<file path="src/rtl/scaler_frame_ctrl.sv">
// Frame-level sequencer in front of the scaler_h -> scaler_v chain.
// Passes only whole input frames, swaps in a new scale step at frame start,
// measures input and scaler output frame sizes, and watches for a missing
// scaler output frame.
module scaler_frame_ctrl #(
    parameter int DATA_WIDTH = 8,
    parameter int STEP       = 4096,
    parameter int STEP_MIN   = 1024,
    parameter int STEP_MAX   = 16384,
    parameter int TIMEOUT    = 1048576
) (
    input  logic                  clk,
    input  logic                  rst,
    input  logic                  enable_i,
    input  logic [15:0]           cfg_step_i,
    input  logic                  cfg_wr_i,
    output logic                  cfg_pend_o,
    output logic                  cfg_err_o,
    output logic [15:0]           scale_step_o,
    input  logic [DATA_WIDTH-1:0] di_i,
    input  logic                  de_i,
    input  logic                  hs_i,
    input  logic                  vs_i,
    output logic [DATA_WIDTH-1:0] do_o,
    output logic                  de_o,
    output logic                  hs_o,
    output logic                  vs_o,
    input  logic                  sc_de_i,
    input  logic                  sc_hs_i,
    input  logic                  sc_vs_i,
    output logic                  busy_o,
    output logic [15:0]           frame_cnt_o,
    output logic [15:0]           in_w_o,
    output logic [15:0]           in_h_o,
    output logic [15:0]           out_w_o,
    output logic [15:0]           out_h_o,
    output logic                  sc_timeout_o
);

    localparam int              WD_W     = $clog2(TIMEOUT + 1);
    localparam logic [15:0]     STEP_RST = 16'(STEP);
    localparam logic [15:0]     STEP_LO  = 16'(STEP_MIN);
    localparam logic [15:0]     STEP_HI  = 16'(STEP_MAX);
    localparam logic [WD_W-1:0] WD_LAST  = WD_W'(TIMEOUT - 1);

    typedef enum logic [1:0] {IDLE, ARM, RUN} state_t;

    state_t          state;
    state_t          next_state;
    logic            vs_d;
    logic            hs_d;
    logic            sc_vs_d;
    logic            sc_hs_d;
    logic            frame_start;
    logic            frame_end;
    logic            line_end;
    logic            sc_frame_end;
    logic            sc_line_end;
    logic            go_run;
    logic            pass;
    logic            cfg_ok;
    logic [15:0]     shadow;
    logic [15:0]     in_pix;
    logic [15:0]     in_wid;
    logic [15:0]     in_lines;
    logic [15:0]     sc_pix;
    logic [15:0]     sc_wid;
    logic [15:0]     sc_lines;
    logic            wd_armed;
    logic [WD_W-1:0] wd_cnt;

    function automatic logic [15:0] sat_inc(input logic [15:0] v);
        return (v == 16'hFFFF) ? v : v + 16'd1;
    endfunction

    assign frame_start  = vs_d & ~vs_i;
    assign frame_end    = ~vs_d & vs_i;
    assign line_end     = ~hs_d & hs_i;
    assign sc_frame_end = ~sc_vs_d & sc_vs_i;
    assign sc_line_end  = ~sc_hs_d & sc_hs_i;
    assign cfg_ok       = cfg_wr_i && (cfg_step_i >= STEP_LO) && (cfg_step_i <= STEP_HI);
    assign pass         = (state == RUN) || go_run;
    assign busy_o       = (state == RUN);

    // State register for the frame sequencer.
    always_ff @(posedge clk or posedge rst) begin
        if (rst) begin
            state <= IDLE;
        end else begin
            state <= next_state;
        end
    end

    // Next state: enter RUN only on a vs fall seen while armed; leave RUN only at frame end.
    always_comb begin
        next_state = state;
        go_run     = 1'b0;
        case (state)
            IDLE: begin
                if (enable_i) next_state = ARM;
            end
            ARM: begin
                if (!enable_i) begin
                    next_state = IDLE;
                end else if (frame_start) begin
                    next_state = RUN;
                    go_run     = 1'b1;
                end
            end
            RUN: begin
                if (frame_end) next_state = enable_i ? ARM : IDLE;
            end
            default: next_state = IDLE;
        endcase
    end

    // Delayed copies of the sync inputs used for edge detection.
    always_ff @(posedge clk or posedge rst) begin
        if (rst) begin
            vs_d    <= 1'b0;
            hs_d    <= 1'b0;
            sc_vs_d <= 1'b0;
            sc_hs_d <= 1'b0;
        end else begin
            vs_d    <= vs_i;
            hs_d    <= hs_i;
            sc_vs_d <= sc_vs_i;
            sc_hs_d <= sc_hs_i;
        end
    end

    // Registered video gate: pass the input while a frame is running, else force blank.
    always_ff @(posedge clk or posedge rst) begin
        if (rst) begin
            do_o <= '0;
            de_o <= 1'b0;
            hs_o <= 1'b1;
            vs_o <= 1'b1;
        end else begin
            do_o <= pass ? di_i : '0;
            de_o <= pass & de_i;
            hs_o <= pass ? hs_i : 1'b1;
            vs_o <= pass ? vs_i : 1'b1;
        end
    end

    // Step shadow/active pair; a write on the apply cycle lands after the apply.
    always_ff @(posedge clk or posedge rst) begin
        if (rst) begin
            scale_step_o <= STEP_RST;
            shadow       <= STEP_RST;
            cfg_pend_o   <= 1'b0;
            cfg_err_o    <= 1'b0;
            frame_cnt_o  <= 16'd0;
        end else begin
            cfg_err_o <= cfg_wr_i & ~cfg_ok;
            if (go_run) begin
                frame_cnt_o <= frame_cnt_o + 16'd1;
                if (cfg_pend_o) begin
                    scale_step_o <= shadow;
                    cfg_pend_o   <= 1'b0;
                end
            end
            if (cfg_ok) begin
                shadow     <= cfg_step_i;
                cfg_pend_o <= 1'b1;
            end
        end
    end

    // Input frame size, counted only while a frame is being passed.
    always_ff @(posedge clk or posedge rst) begin
        if (rst) begin
            in_pix   <= 16'd0;
            in_wid   <= 16'd0;
            in_lines <= 16'd0;
            in_w_o   <= 16'd0;
            in_h_o   <= 16'd0;
        end else if (state == RUN) begin
            if (frame_end) begin
                in_w_o   <= in_wid;
                in_h_o   <= in_lines;
                in_pix   <= 16'd0;
                in_wid   <= 16'd0;
                in_lines <= 16'd0;
            end else if (line_end) begin
                if (in_pix != 16'd0) begin
                    in_wid   <= in_pix;
                    in_lines <= sat_inc(in_lines);
                end
                in_pix <= 16'd0;
            end else if (de_i) begin
                in_pix <= sat_inc(in_pix);
            end
        end
    end

    // Scaler output frame size, always monitored regardless of sequencer state.
    always_ff @(posedge clk or posedge rst) begin
        if (rst) begin
            sc_pix   <= 16'd0;
            sc_wid   <= 16'd0;
            sc_lines <= 16'd0;
            out_w_o  <= 16'd0;
            out_h_o  <= 16'd0;
        end else if (sc_frame_end) begin
            out_w_o  <= sc_wid;
            out_h_o  <= sc_lines;
            sc_pix   <= 16'd0;
            sc_wid   <= 16'd0;
            sc_lines <= 16'd0;
        end else if (sc_line_end) begin
            if (sc_pix != 16'd0) begin
                sc_wid   <= sc_pix;
                sc_lines <= sat_inc(sc_lines);
            end
            sc_pix <= 16'd0;
        end else if (sc_de_i) begin
            sc_pix <= sat_inc(sc_pix);
        end
    end

    // Watchdog from each passed frame end to the next scaler output frame end; flag is sticky.
    always_ff @(posedge clk or posedge rst) begin
        if (rst) begin
            wd_armed     <= 1'b0;
            wd_cnt       <= '0;
            sc_timeout_o <= 1'b0;
        end else begin
            if (cfg_ok) sc_timeout_o <= 1'b0;
            if ((state == RUN) && frame_end) begin
                wd_armed <= 1'b1;
                wd_cnt   <= '0;
            end else if (sc_frame_end) begin
                wd_armed <= 1'b0;
            end else if (wd_armed) begin
                if (wd_cnt == WD_LAST) begin
                    sc_timeout_o <= 1'b1;
                    wd_armed     <= 1'b0;
                end else begin
                    wd_cnt <= wd_cnt + 1'b1;
                end
            end
        end
    end

endmodule

</file>
<file path="config.mk">
export PLATFORM = sky130hd
export DESIGN_NAME = scaler_frame_ctrl
export DESIGN_NICKNAME = d
export VERILOG_FILES = /design/src/rtl/scaler_frame_ctrl.sv
export SDC_FILE = /design/constraint.sdc
export NUM_CORES = 1
export LEC_CHECK = 0
export CORE_MARGIN = 1
export CORE_UTILIZATION = 50
export CTS_BUF_LIST = sky130_fd_sc_hd__clkbuf_4 sky130_fd_sc_hd__clkbuf_8 sky130_fd_sc_hd__clkbuf_16
export CTS_CLUSTER_SIZE = 28
export DETAILED_ROUTE_END_ITERATION = 6
export PLACE_DENSITY = 0.73
export SETUP_SLACK_MARGIN = 0.3
export SKIP_LAST_GASP = 1
export SYNTH_ARGS = -nofsm -noshare
export SYNTH_HDL_FRONTEND = slang
export SYNTH_SLANG_ARGS = --single-unit
</file>
<file path="constraint.sdc">
create_clock -name clk -period 8.75 [get_ports clk]
set_input_delay 1.75 -clock clk [delete_from_list [all_inputs] [get_ports clk]]
set_output_delay 1.75 -clock clk [all_outputs]
set_load 0.01 [all_outputs]
</file>
---- Yosys cells after proc, flatten, opt, wreduce, memory -nomap -nowiden ----
Index checks and enable logic that the tools add are counted.
operators by class
  add/subtract/negate cells ............... 6
  magnitude comparators ................... 2
  equality and inequality tests ........... 16
  multiplexer cells ....................... 49
  bitwise logic cells ..................... 13
  reductions and logical operators ........ 25
operators by type and width
  kind                     number
  $mux W16                 22
  $mux W21                 4
  $add A16 B1 Y16 const B  5
  $eq A16 B16 Y1 const B   4
  $reduce_bool A16 Y1      2
  $add A21 B1 Y21 const B  1
  $eq A21 B20 Y1 const B   1
  $mux W1                  17
  $ge A16 B11 Y1 const B   1
  $le A16 B15 Y1 const B   1
  $reduce_and A3 Y1        5
  $reduce_bool A2 Y1       6
  $ne A3 B3 Y1 const B     3
  $mux W2                  4
  $mux W8                  1
  $ne A2 B2 Y1 const B     4
  $reduce_and A2 Y1        4
  $and A1 B1 Y1            7
  $not A1 Y1               6
  $pmux W2 S3              1
  $reduce_bool A3 Y1       2
  $ne A2 B1 Y1 const B     2
  $reduce_and A4 Y1        1
  $logic_and A1 B1 Y1      3
  4 further kinds          4
word-level totals
  flip-flop bits (word level) ............. 250
  input port bits ......................... 34

---- Longest topological paths before layout ----
  depth after elaboration ................. 8
  depth in mapped cells ................... 9

---- Least setup slack after synthesis ----
No wires, ideal clock.
  path kind ............................... in2reg
  start ................................... input port cfg_step_i[10]
  end ..................................... register shadow[0]
  data arrival time ....................... 3.395 ns
  path slack .............................. 5.230 ns
  stages on the path ...................... 5
  path buffers ............................ 1
  cell sequence ........................... or4_4 -> or4_4 -> nand2_4 -> buf_12 -> mux2_4
on the way
  cells in the longest elaborated chain, start to end .. 3
  elaborated cells on any way between the ends .. 4
ends and longest elaborated chain
  item                     line  text
  from (decl)              15    input logic [15:0] cfg_step_i,
  $ge A16 B11 Y1           81    assign cfg_ok = cfg_wr_i && (cfg_step_i >= STEP_LO) && (cfg_step_i <= STEP_HI);
  $logic_and A1 B1 Y1      81
  $logic_and A1 B1 Y1 (*)  81
  to (signal assigned)     165   shadow <= cfg_step_i;
  to (decl)                62    logic [15:0] shadow;
Every way passes the cells marked *; elsewhere a longest branch is shown, timed or not.
A chain may end at the register's enable or synchronous reset.

---- Final worst setup path ----
  start ................................... input port vs_i
  end ..................................... register in_lines[13]
on the way
  cells in the longest elaborated chain, start to end .. 3
  elaborated cells on any way between the ends .. 6
ends and longest elaborated chain
  item                                                          line  text
  from (decl)                                                   23    input logic vs_i,
  $and A1 B1 Y1 (*)                                             77    assign frame_end = ~vs_d & vs_i;
  $ne A2 B2 Y1 (no line) or $reduce_bool A2 Y1 (tied branches)  n/a
  $reduce_and A4 Y1 (no line)                                   n/a
  to (signal assigned)                                          189   in_lines <= sat_inc(in_lines);
  to (decl)                                                     65    logic [15:0] in_lines;
Marked as above.

==> metrics.md <==
| Metric | Value |
|---|---|
| Status | `complete, no violations` |
| I/O Buffers | `144` |
| DRC violations left | `0` |
| Final hold viol count | `0` |
| Initial antenna violation count | `0` |
| Fillers | `1901` |
| Root Driver | `clkbuf_16` |
| Syn Nets | `1177` |
| Total global routing overflow | `0` |
| FFs w/ async S/R, synth | `100%` |
| Antenna cells | `0` |
| Final Max Slew Viols | `0` |
| Worst rel slew slack | `28.8%` |
| Prevailing post-synth register cell | `dfrtp_1` |
| Final ANT Viol Nets | `0` |
| Post-Route Setup TNS | `0 ns` |
| Number of synthesized flops with an enable pin | `0` |
| Clock transition at path regs | `0.06 ns` |
| Slew @ Worst Pin | `1.06 ns` |
| Skew-Pair Late Insertion Delay | `0.53 ns` |
| CTS Buffer Depth | `3` |
| Most frequent cells in the layout | `nand2_1 (306), dfrtp_1 (246), clkdlybuf4s50_1 (144)` |
| Leak | `6.23 nW` |
| Data arrival, critical path | `4.51 ns` |
| Starting Density | `51.0%` |
| Placer congestion estimate | `0.825` |
| Commonest non-fill, non-tap cell in the layout | `nand2_1` |
| Yosys warns | `0` |
| Initial drt markers | `495` |
| Hpwl dp | `16.5 mm` |
| Via count | `8576` |
| Final worst slack | `4.68 ns` |
| Worst Hold Path Cells | `2` |
| CORE AREA | `0.0219 mm2` |
| Final number of setup-violating endpoints | `0` |
| WL final | `25.0 mm` |
| DR WL/cell | `16.0 um` |
| Drt via density | `5.50` |
| Reg area | `0.00626 mm2` |
| Synth Instances | `1135` |
| Max-cap viol count | `0` |
| Count of state elements after synthesis | `250` |
| TritonCTS Buffers | `27` |
| Metal2 WL | `11.8 mm` |
| Worst slack, placed | `4.14 ns` |
| Chip width | `151 um` |
| Clock skew | `0.0169 ns` |
| Reg2reg setup slack | `6.01 ns` |
| Crit start category | `input port` |
| CTS tree | `done` |
| Die Span Y | `151 um` |
| Setup Buffers After CTS | `0` |
| First-pass GRT wire length | `42.2 mm` |
| Number of global-route vias before repair | `8553` |
| Area Growth Syn to Fin | `22.5%` |
| Metal-1 WL | `11.6 mm` |
| H-tree depth | `1` |
| Worst Setup End Kind | `flip-flop` |
| DRT Pass-1 Iters | `5` |
| Clk sink count | `250` |
| Hold-fix buffers, CTS | `0` |
| Worst Hold Class | `reg2reg` |
| Share of cells above drive strength 1 | `8.68%` |
| Pwr Density | `202 mW/mm2` |
| Tot GR Track Use | `22.8%` |
| NumNets Final | `1302` |
| Post-Syn Area | `0.0112 mm2` |
| Avg Cell Area, Syn | `9.84 um2` |
| Netlist cell types | `67` |
| Std cell rows | `54` |
| Final period util | `46.6%` |
| Multi-input gate area | `0.00460 mm2` |
| Setup CP Type | `in2reg` |
| Worst vdd ir | `0.214 mV` |
| R2R depth | `5` |
| RSZ-0062 raised after global routing | `false` |
| Pin count of the biggest net entering global routing | `141` |
| Highest metal used | `met4` |
| Maximum clock frequency | `245 MHz` |
| Min Tclk post-route | `4.07 ns` |
| Die Area | `0.0229 mm2` |
| CP Data Required Time | `9.19 ns` |
| Met3 WL | `1.19 mm` |
| Seq/Total Area, Yosys | `56.1%` |
| Max FO, Critical Path | `42` |
| Num ports | `145` |
| Cts repair resizes | `0` |
-- layer usage --
layer	up-vias	track usage, %
met3	33	3.89
met1	4167	31.8
met4	0	6.45
li1	4184	-
met2	192	36.7
met5	-	0
-- synth_stat cells (4+ instances only) --
master      n  area share, %
clkbuf_1   45            1.5
and2_1     13           0.73
dfstp_2     4           0.94
o31ai_1    27            1.8
a211oi_1    7           0.47
xor2_1     14            1.1
a41o_1      5           0.45
and4_1      9           0.71
mux2_2     21            2.1
inv_1      20           0.67
and3_1     16           0.90
nor4_1     16           0.90
nor2_1     61            2.1
nand2_1   306             10
nor3_1      8           0.36
xnor2_1    32            2.5
o211ai_1    5           0.34
mux2_4      8            1.1
dfrtp_1   246             55
ha_1        8           0.90
nor2b_1     4           0.22
nand4_1    23            1.3
buf_2       9           0.40
or3_1       9           0.50
nor4b_1     4           0.31
a21oi_1    34            1.5
o21ai_0    32            1.4
or4_1      23            1.5
nand2b_1    7           0.39
a31oi_1     9           0.50
nand3_1    57            2.6
-- cells by family after synthesis --
| group | after synthesis | synth area share (%) |
|---|---|---|
| AO/OA/AOI/OAI | 146 | 8.73 |
| XOR/XNOR | 46 | 3.61 |
| adder cells (fa/ha/maj) | 8 | 0.897 |
| buffers and inverters | 78 | 2.90 |
| flip-flops | 250 | 56.1 |
| multiplexers | 32 | 3.46 |
| AND/OR/NAND/NOR | 575 | 24.3 |
-- critical path: stages --
cell and delay [ns]:
clkdlybuf4s50_1 0.53, nor2b_1 0.57, o21a_2 0.48, o21ai_4 0.19, buf_4 0.29, or4_1 0.54
a21oi_1 0.15
-- metrics by stage --
step                hold WS, ns  cells  area, um2  power [mW]  util (%)
floorplan                 0.439   1135      11200        1.52         -
global placement          0.448   1511      12800        1.69      58.6
detailed placement        0.457   1511      12800        1.70      58.6
CTS                       0.469   1559      13700        2.80      62.5
global route              0.478   1559      13700        2.88      62.5
finish                    0.466   1559      13700        2.76      62.5
-- sequential cells by signal (all words and copies together) (netlist names), 2 cells and up --
register,cells
shadow,16
state,2
in_pix,16
out_h_o,16
in_w_o,16
wd_cnt,21
in_h_o,16
sc_wid,16
in_lines,16
sc_pix,16
out_w_o,16
scale_step_o,16
sc_lines,16
do_o,8
in_wid,16
frame_cnt_o,16
-- worst paths after layout --
kind,to,start
worst min-delay path,in_w_o[7]$_DFFE_PP0P_,in_wid[7]$_DFFE_PP0P_
min in group asynchronous,scale_step_o[5]$_DFFE_PP0P_,rst
worst max-delay path,in_lines[13]$_DFFE_PP0P_,vs_i
max in group asynchronous,out_h_o[10]$_DFFE_PP0P_,rst
worst max register to register,in_lines[3]$_DFFE_PP0P_,vs_d$_DFF_PP0_
worst min register to register,in_w_o[7]$_DFFE_PP0P_,in_wid[7]$_DFFE_PP0P_
-- where the power goes --
part           switching [mW]  leakage (nW)  internal [mW]
clock                   0.445         0.441          0.642
sequential             0.0733          3.38           1.25
combinational           0.168          2.41          0.183
-- area by class of cell --
class | count | area share [%]
flip-flops and latches | 250 | 45.8
repair buffers | 154 | 11.2
inverters | 20 | 0.576
clock buffers | 41 | 5.98
clock inverters | 7 | 0.284
well taps | 280 | 2.56
multi-input cells | 807 | 33.6
No activity file was read; power rests on OpenSTA's default activity.
